## src/rtl/mmio_pkg.sv

```systemverilog
// Shared constants for the MIPS I/O region: region nibble and register offsets.
package mmio_pkg;

  localparam logic [3:0] IO_REGION   = 4'b1000;

  localparam logic [7:0] OFF_TX_STAT = 8'h00;
  localparam logic [7:0] OFF_RX_STAT = 8'h04;
  localparam logic [7:0] OFF_RX_DATA = 8'h08;
  localparam logic [7:0] OFF_TX_DATA = 8'h0C;
  localparam logic [7:0] OFF_CYC     = 8'h10;
  localparam logic [7:0] OFF_INSTR   = 8'h14;
  localparam logic [7:0] OFF_CNT_RST = 8'h18;

  function automatic logic is_io_reg(input logic [7:0] off);
    return (off == OFF_TX_STAT) || (off == OFF_RX_STAT) || (off == OFF_RX_DATA) ||
           (off == OFF_TX_DATA) || (off == OFF_CYC)     || (off == OFF_INSTR)   ||
           (off == OFF_CNT_RST);
  endfunction

endpackage

```

## src/rtl/sync_fifo.sv

```systemverilog
// Single-clock FIFO with synchronous reset; push is ignored when full, pop when empty.
module sync_fifo #(
  parameter int WIDTH = 8,
  parameter int DEPTH = 4
) (
  input  logic                     clk,
  input  logic                     rst,
  input  logic                     push,
  input  logic [WIDTH-1:0]         din,
  input  logic                     pop,
  output logic [WIDTH-1:0]         dout,
  output logic                     full,
  output logic                     empty,
  output logic [$clog2(DEPTH):0]   count
);

  localparam int AW = $clog2(DEPTH);

  logic [WIDTH-1:0] mem [DEPTH];
  logic [AW-1:0]    wr_ptr;
  logic [AW-1:0]    rd_ptr;
  logic             do_push;
  logic             do_pop;

  assign full    = (count == (AW + 1)'(DEPTH));
  assign empty   = (count == '0);
  assign do_push = push && !full;
  assign do_pop  = pop && !empty;
  assign dout    = mem[rd_ptr];

  always_ff @(posedge clk) begin
    if (do_push) begin
      mem[wr_ptr] <= din;
    end
  end

  // Pointers wrap naturally because DEPTH is a power of two.
  always_ff @(posedge clk) begin
    if (rst) begin
      wr_ptr <= '0;
      rd_ptr <= '0;
      count  <= '0;
    end else begin
      if (do_push) wr_ptr <= wr_ptr + 1'b1;
      if (do_pop)  rd_ptr <= rd_ptr + 1'b1;
      case ({do_push, do_pop})
        2'b10:   count <= count + 1'b1;
        2'b01:   count <= count - 1'b1;
        default: count <= count;
      endcase
    end
  end

endmodule

```

## src/rtl/uart_mmio_unit.sv

```systemverilog
// Memory-mapped UART and counter registers for the 0x8xxx_xxxx region of the MIPS pipeline.
module uart_mmio_unit
  import mmio_pkg::*;
#(
  parameter int RX_DEPTH = 4,
  parameter int CNT_W    = 32
) (
  input  logic        clk,
  input  logic        rst,
  input  logic        stall,
  input  logic [31:0] addr_e,
  input  logic        load_e,
  input  logic        store_e,
  input  logic [31:0] wdata_e,
  input  logic        retire,
  output logic [31:0] rdata_m,
  output logic        hit_m,
  output logic [7:0]  uart_din,
  output logic        uart_din_valid,
  input  logic        uart_din_ready,
  input  logic [7:0]  uart_dout,
  input  logic        uart_dout_valid,
  output logic        uart_dout_ready
);

  localparam int CW = $clog2(RX_DEPTH) + 1;

  logic             is_io;
  logic [7:0]       off;
  logic             is_load;
  logic             is_store;

  logic             rx_full;
  logic             rx_empty;
  logic [CW-1:0]    rx_count;
  logic [7:0]       rx_head;
  logic             rx_push;
  logic             rx_pop;
  logic [2:0]       rx_count_sat;

  logic [7:0]       tx_byte;
  logic             tx_full;
  logic             tx_ovf;
  logic             tx_handoff;
  logic             tx_write;
  logic             tx_accept;

  logic [CNT_W-1:0] cyc_cnt;
  logic [CNT_W-1:0] instr_cnt;
  logic             cnt_clear;

  logic [31:0]      rd_val;
  logic             rd_hit;
  logic             unused_bits;

  assign unused_bits = ^{addr_e[27:8], wdata_e[31:8]};

  // A simultaneous load and store is treated as a store.
  assign is_io    = (addr_e[31:28] == IO_REGION);
  assign off      = addr_e[7:0];
  assign is_store = store_e;
  assign is_load  = load_e && !store_e;

  assign uart_dout_ready = !rx_full;
  assign rx_push         = uart_dout_valid && !rx_full;
  assign rx_pop          = is_load && is_io && (off == OFF_RX_DATA) && !stall && !rx_empty;

  sync_fifo #(
    .WIDTH (8),
    .DEPTH (RX_DEPTH)
  ) u_rx_fifo (
    .clk   (clk),
    .rst   (rst),
    .push  (rx_push),
    .din   (uart_dout),
    .pop   (rx_pop),
    .dout  (rx_head),
    .full  (rx_full),
    .empty (rx_empty),
    .count (rx_count)
  );

  always_comb begin
    rx_count_sat = 3'd7;
    if (32'(rx_count) < 32'd7) begin
      rx_count_sat = 3'(rx_count);
    end
  end

  assign uart_din_valid = tx_full;
  assign uart_din       = tx_byte;
  assign tx_handoff     = tx_full && uart_din_ready;
  assign tx_write       = is_store && is_io && (off == OFF_TX_DATA) && !stall;
  assign tx_accept      = !tx_full || tx_handoff;
  assign cnt_clear      = is_store && is_io && (off == OFF_CNT_RST) && !stall;

  // Write-only registers (TX data, counter reset) still count as hits but read as zero.
  always_comb begin
    rd_val = '0;
    rd_hit = 1'b0;
    if (is_load && is_io && is_io_reg(off)) begin
      rd_hit = 1'b1;
      case (off)
        OFF_TX_STAT: rd_val = {30'd0, tx_ovf, !tx_full};
        OFF_RX_STAT: rd_val = {28'd0, rx_count_sat, !rx_empty};
        OFF_RX_DATA: rd_val = rx_empty ? 32'd0 : {24'd0, rx_head};
        OFF_CYC:     rd_val = 32'(cyc_cnt);
        OFF_INSTR:   rd_val = 32'(instr_cnt);
        default:     rd_val = '0;
      endcase
    end
  end

  always_ff @(posedge clk) begin
    if (rst) begin
      rdata_m <= '0;
      hit_m   <= 1'b0;
    end else if (!stall) begin
      rdata_m <= rd_val;
      hit_m   <= rd_hit;
    end
  end

  // A store that finds the holding register busy is dropped and recorded as overflow.
  always_ff @(posedge clk) begin
    if (rst) begin
      tx_byte <= '0;
      tx_full <= 1'b0;
      tx_ovf  <= 1'b0;
    end else begin
      if (tx_write && tx_accept) begin
        tx_byte <= wdata_e[7:0];
        tx_full <= 1'b1;
      end else if (tx_handoff) begin
        tx_full <= 1'b0;
      end
      if (cnt_clear) begin
        tx_ovf <= 1'b0;
      end else if (tx_write && !tx_accept) begin
        tx_ovf <= 1'b1;
      end
    end
  end

  always_ff @(posedge clk) begin
    if (rst) begin
      cyc_cnt   <= '0;
      instr_cnt <= '0;
    end else if (cnt_clear) begin
      cyc_cnt   <= '0;
      instr_cnt <= '0;
    end else begin
      cyc_cnt   <= cyc_cnt + 1'b1;
      instr_cnt <= instr_cnt + CNT_W'(retire);
    end
  end

endmodule

```

## config.mk

```make
export PLATFORM = sky130hd
export DESIGN_NAME = uart_mmio_unit
export DESIGN_NICKNAME = d
export VERILOG_FILES = /design/src/rtl/mmio_pkg.sv /design/src/rtl/sync_fifo.sv /design/src/rtl/uart_mmio_unit.sv
export SDC_FILE = /design/constraint.sdc
export NUM_CORES = 1
export LEC_CHECK = 0
export ABC_AREA = 0
export CAP_MARGIN = 10
export CORE_MARGIN = 4
export CORE_UTILIZATION = 41
export DETAILED_ROUTE_END_ITERATION = 12
export PLACE_DENSITY = 0.77
export SETUP_SLACK_MARGIN = 0.05
export SYNTH_ARGS = -nofsm -noshare
export SYNTH_HDL_FRONTEND = slang
export SYNTH_SLANG_ARGS = --single-unit
```

## constraint.sdc

```tcl
create_clock -name clk -period 6 [get_ports clk]
set_input_delay 1.5 -clock clk [delete_from_list [all_inputs] [get_ports clk]]
set_output_delay 1.5 -clock clk [all_outputs]
set_load 0.05 [all_outputs]
```

* Word level (Yosys, flattened, before mapping)
Memory sizes are Yosys's and may differ from the RTL's. A register that Yosys moved wholly into a read port is not among the register bits.
Cells that the tools add are included.
** Word-level totals
- Flip-flop bits (word level) :: 114
- Output and inout port bits :: 43
- Memories :: 1
- Word-level logic and storage cells :: 75
- Memory bits (writable) :: 32
** Cells by class
- Reductions and logical operators :: 35
- Add/subtract/negate cells :: 6
- Order comparisons :: 1
- Mux-type cells :: 12
- Equal/unequal tests :: 10
** Memory list
- u_rx_fifo.mem :: words 4, bits a word 8, rd ports 1, clocked after memory_dff 1, write ports 1, RTL line sync_fifo.sv:19 : logic [WIDTH-1:0] mem [DEPTH];
** Operator list (number)
- case mux 32 bit (5 select lines) :: 1
- adder 32 x 1 -> 32 bit :: 1
- adder 32 x 1 -> 32 bit, second input constant :: 1
- 2-to-1 mux 32 bit :: 1
- equality test 8 x 5 -> 1 bit, second input constant :: 3
- logical AND 1 bit :: 17
- equality test 8 x 4 -> 1 bit, second input constant :: 2
- equality test 8 x 3 -> 1 bit, second input constant :: 1
- logical NOT 8 bit :: 1
- 2-to-1 mux 8 bit :: 1
- logical OR 1 bit :: 7
- logical NOT 1 bit :: 6
- case mux 3 bit (2 select lines) :: 1
- 2-to-1 mux 1 bit :: 5
- adder 2 x 1 -> 2 bit, second input constant :: 2
- equality test 4 bit, second input constant :: 1
- 2-to-1 mux 2 bit :: 2
- nonzero test 2 bit :: 2
- adder 3 x 1 -> 3 bit, second input constant :: 1
- equality test 3 bit, second input constant :: 1
- logical NOT 3 bit :: 1
- < comparator 3 bit, second input constant :: 1
- 2-to-1 mux 3 bit :: 1
- subtractor 3 x 1 -> 3 bit, second input constant :: 1
- other kinds (3) :: 3

* Depth between registers and ports, before layout
- Word-level depth :: 9
- Depth in mapped cells :: 10
- Depth with buffers taken out :: 9

* By module
Synthesis repeated with hierarchy kept, for this count alone.
** Second synthesis, totals
- Cell total of the unflattened synthesis :: 704
- Area total of the unflattened synthesis :: 6755.2 um^2
** Modules (own cells, without submodules)
- uart_mmio_unit :: area each 5124.9 um^2, cells each 608, instances 1, sequential area each 2142.1 um^2
- sync_fifo :: area each 1630.3 um^2, cells each 96, instances 1, sequential area each 1141.1 um^2

* Least setup slack after synthesis
No wires, ideal clock.
- Kind :: input port to flip-flop
- Start point :: in stall
- End point :: reg u_rx_fifo.count[2]
- Stages on the path :: 10
- Library setup time :: 0.070 ns
- Buffers on the path :: 1
- Data required time :: 5.930 ns
- Slack :: 2.215 ns
- Arrival :: 3.715 ns
- Cell sequence :: buf_6 or3_4 or3b_1 nor2_1 ha_1 inv_1 fa_1 xor2_1 or3_1 a21oi_1
** Between the ends
- Word-level cells in the longest chain between the ends :: 6
- Elaborated cells on any way between the ends :: 8
- Classes of those cells :: 2 x eq/ne; 1 x mux; 5 x reduce/logical
** Ends and longest elaborated chain
- start: declaration :: RTL line uart_mmio_unit.sv:10 : input logic stall,
- logical NOT 1 bit (*)
- logical AND 1 bit (*) (2 in a row) :: RTL line uart_mmio_unit.sv:66 : assign rx_pop = is_load && is_io && (off == OFF_RX_DATA) && !stall && !rx_empty;
- logical AND 1 bit (*) :: RTL line sync_fifo.sv:28 : assign do_pop = pop && !empty;
- named net u_rx_fifo.do_pop :: RTL line sync_fifo.sv:23 : logic do_pop;
- equality test 2 x 1 -> 1 bit / equality test 2 bit (equally long branches) :: RTL line sync_fifo.sv:46 : case ({do_push, do_pop})
- case mux 3 bit (2 select lines) / nonzero test 2 bit (equally long branches)
- end signal: assignment :: RTL line sync_fifo.sv:47 : 2'b10: count <= count + 1'b1;
- end signal: assignment :: RTL line sync_fifo.sv:48 : 2'b01: count <= count - 1'b1;
- end signal: assignment :: RTL line sync_fifo.sv:49 : default: count <= count;
- end: declaration :: RTL line sync_fifo.sv:14 : output logic [$clog2(DEPTH):0] count
Mark *: on every way through the listed nets, which the timed path passes. The rest lies on a longest branch.
A chain may end at the register's enable or synchronous reset.

* Worst setup path after layout
- Start point :: in addr_e[1]
- End point :: reg u_rx_fifo.count[2]
** Between the ends
- Word-level cells in the longest chain between the ends :: 7
- Elaborated cells on any way between the ends :: 9
- Classes of those cells :: 3 x eq/ne; 1 x mux; 5 x reduce/logical
** Ends and longest elaborated chain
- start: declaration :: RTL line uart_mmio_unit.sv:11 : input logic [31:0] addr_e,
- equality test 8 x 4 -> 1 bit (*) :: RTL line uart_mmio_unit.sv:66
- logical AND 1 bit (*) (3 in a row) :: RTL line uart_mmio_unit.sv:66
- logical AND 1 bit (*) :: RTL line sync_fifo.sv:28
- named net u_rx_fifo.do_pop :: RTL line sync_fifo.sv:23
- equality test 2 x 1 -> 1 bit / equality test 2 bit (equally long branches) :: RTL line sync_fifo.sv:46
- case mux 3 bit (2 select lines) / nonzero test 2 bit (equally long branches)
Marks and branches as above.

==> impl_metrics.toml <==
[status]
status = "finished clean"

[clock_network]
clockBufferDepth = 2
clk_latency_ns = 0.43
cts_setup_buffers = 0
ctsHoldBuffers = 0
post_cts_resized = 0
clk_pin_slew_worst_paths_ns = 0.06
cts_tree = "built"
htreeDepth = 4
cts_made_buffers = 17
cts_root_buffer = "clkbuf_16"
numClockSinks = 148

[yosys]
yosys-top-cells-area = "dfxtp_1 (34%), edfxtp_1 (14%), mux2_2 (3.8%)"
synthCells = 676
ys_ff_latch = 148
yosys.area.top_type_share_pct = 34.4
async_reset_ff_share_pct = 0
netlist_area_um2 = 6760
synthesis.nets = 765
ys_warn_count = 0
synth_area_leader_cell = "dfxtp_1"
synth-edff-count = 32
yosysSeqAreaShare_pct = 48.6
synth-main-ff-cell = "dfxtp_1"
synth_cell_types = 48
syn_avg_cell_area_um2 = 10.0

[routing]
ant_nets = 0
drt_iter0_markers = 374
vias = 5488
wl_met2_um = 7930
wl_um = 16200
firstDrtPassIters = 5
wl_met1_um = 7360
dr_wl_met3_um = 710
vias_per_cell = 5.72
top_layer = "met4"
wl_per_cell_um = 16.9
drc = 0

[die]
coreArea_um2 = 16000
start_util_pct = 42.2
dieHeight_um = 136
die_area_um2 = 18600
ios = 123
die_x_um = 136
num_rows = 46

[setup_path]
required_ns = 6.37
critPathMaxFanout = 12
crit_family = "simple AND/OR/NAND/NOR gates"
regToRegSetupSlack_ns = 3.49
timing.rr.start = "u_rx_fifo.count[0]"
end_kind = "register"
worstSetupPathType = "in2reg"
worst-path-stages = 11
crit_arrival_ns = 4.33
cp.buffers_inverters = 3
critical_path.cell_chain = "clkdlybuf4s50_1 > nor4b_1 > buf_4 > nand4b_1 > nor2_1 > ha_1 > inv_1 > fa_1 > xor2_1 > or3_1 > a21oi_1"
worstRegToRegCells = 9
r2r_end = "u_rx_fifo.count[2]"
slowest_stage = "clkdlybuf4s50_1"
critPathMaxStageDelay_ns = 0.48
start_kind = "input pin"

[sta]
layout_min_cycle_time_ns = 3.97
fin_ws_ns = 2.03
fin_worst_skew_ns = 0.00899
fin_crit_sh_pct = 66.1
final-hold-violation-count = 0
slew_headroom_pct = 24.2
tightest_slew_ns = 1.12
setup_tns_ns = 0
rsz0062_at_grt = "false"
slew_violations = 0
setup_viol = 0
max_freq_mhz = 252
hold_slack_ns = 0.471

[place]
io_buffers = 78
place_ws_ns = 1.59
postPlaceCellArea_um2 = 7650
hpwl_um = 10700
gp_congestion = 0.799
place_inst = 929

[layout]
fillCellCount = 1469
num_antenna_cells = 0
fin_area_um2 = 8270
areaGrowthSynthToFinish_pct = 22.3
fin_util_pct = 51.7
layout_commonest_cell = "dfxtp_1"
stdcell_count = 960
finish.net_count = 821
drive_above_1_share_pct = 10.1
layout_common_cells = "dfxtp_1 (116), clkdlybuf4s50_1 (77), nor2_1 (58)"

[global_route]
grt_pass1_vias = 5223
gr-usage-all-layers_pct = 18.0
overflow = 0
grt_pass1_wl_um = 26500
grt_antenna_before_repair = 0
grt_max_degree = 58

[worst_hold_path]
hp-class = "reg2reg"
whs_endpoint = "uart_din[1]"
worstHoldStart = "uart_din[1]"
hold_depth = 2

[pwr]
power_mw = 2.25
power.leakage_nw = 2.70
p_per_area_nw_per_um2 = 273
vdd.ir_drop.worst_mv = 0.257

[flow_run]
drv_cap = 0
[power breakdown]
group | switching, mW | total, mW | internal [mW]
registers | 0.0104 | 1.04 | 1.03
logic | 0.0546 | 0.101 | 0.0460
clock network | 0.419 | 1.11 | 0.690
[synthesized netlist by cell type (9+ instances only)]
cell	n
clkbuf_1	31
nor2_1	58
and4_1	11
inv_1	22
buf_1	9
o21ai_0	29
dfxtp_1	116
o31ai_1	19
a21oi_1	47
nand4_1	27
xnor2_1	15
edfxtp_1	32
or3_1	18
nand3_1	24
xor2_1	11
mux2_2	23
nand2_1	29
nor3_1	12
or4_1	22
a32oi_1	25
mux4_2	10
[layout make-up]
class / count / area, um2 / area share (%)
Timing Repair Buffer: 83 / 813 / 9.84
Clock buffer: 20 / 469 / 5.68
Inverter: 22 / 82.6 / 0.999
Sequential cell: 148 / 3280 / 39.7
Tap cell: 216 / 270 / 3.27
Clock inverter: 11 / 149 / 1.80
Multi-Input combinational cell: 460 / 3200 / 38.7
[flip-flops by register name (all words and copies together) (netlist names), 2 cells and up, named ones only]
signal and cells:
rdata_m 32, u_rx_fifo.wr_ptr 2, u_rx_fifo.mem 32, cyc_cnt 32, u_rx_fifo.rd_ptr 2, uart_din 8, instr_cnt 32, u_rx_fifo.count 3
[per-layer routing]
metal	track usage, %	up-vias
met5	0	-
met4	5.82	0
met3	4.66	19
met2	29.6	123
met1	23.0	2676
li1	-	2670
[worst register-to-register path, cell delays in order, from the launching register on]
cell and delay [ns]:
dfxtp_1 0.43, or3_1 0.18, nand4b_1 0.39, nor2_1 0.22, ha_1 0.20, inv_1 0.06, fa_1 0.37, xor2_1 0.16
or3_1 0.30, a21oi_1 0.13
[logic make-up (layout without fill, tap and decap cells)]
| kind of cell | Yosys count | count (layout) | share of synthesized area, % |
|---|---|---|---|
| buf+inv | 68 | 136 | 4.11 |
| xor+xnor | 26 | 26 | 3.37 |
| mux | 41 | 41 | 8.35 |
| flops | 148 | 148 | 48.6 |
| fa+ha+maj | 9 | 9 | 1.78 |
| compound gates | 142 | 142 | 13.5 |
| simple gates | 242 | 242 | 20.3 |
[how the worst max path moves through the flow]
stage	from	endpoint
after floorplan	stall	u_rx_fifo.count[2]
after global routing	addr_e[1]	u_rx_fifo.count[2]
after global placement	addr_e[1]	u_rx_fifo.count[2]
after CTS	addr_e[1]	u_rx_fifo.count[2]
final	addr_e[1]	u_rx_fifo.count[2]
after detailed placement	addr_e[1]	u_rx_fifo.count[2]
Note: power is estimated with default switching activity, not from simulation.
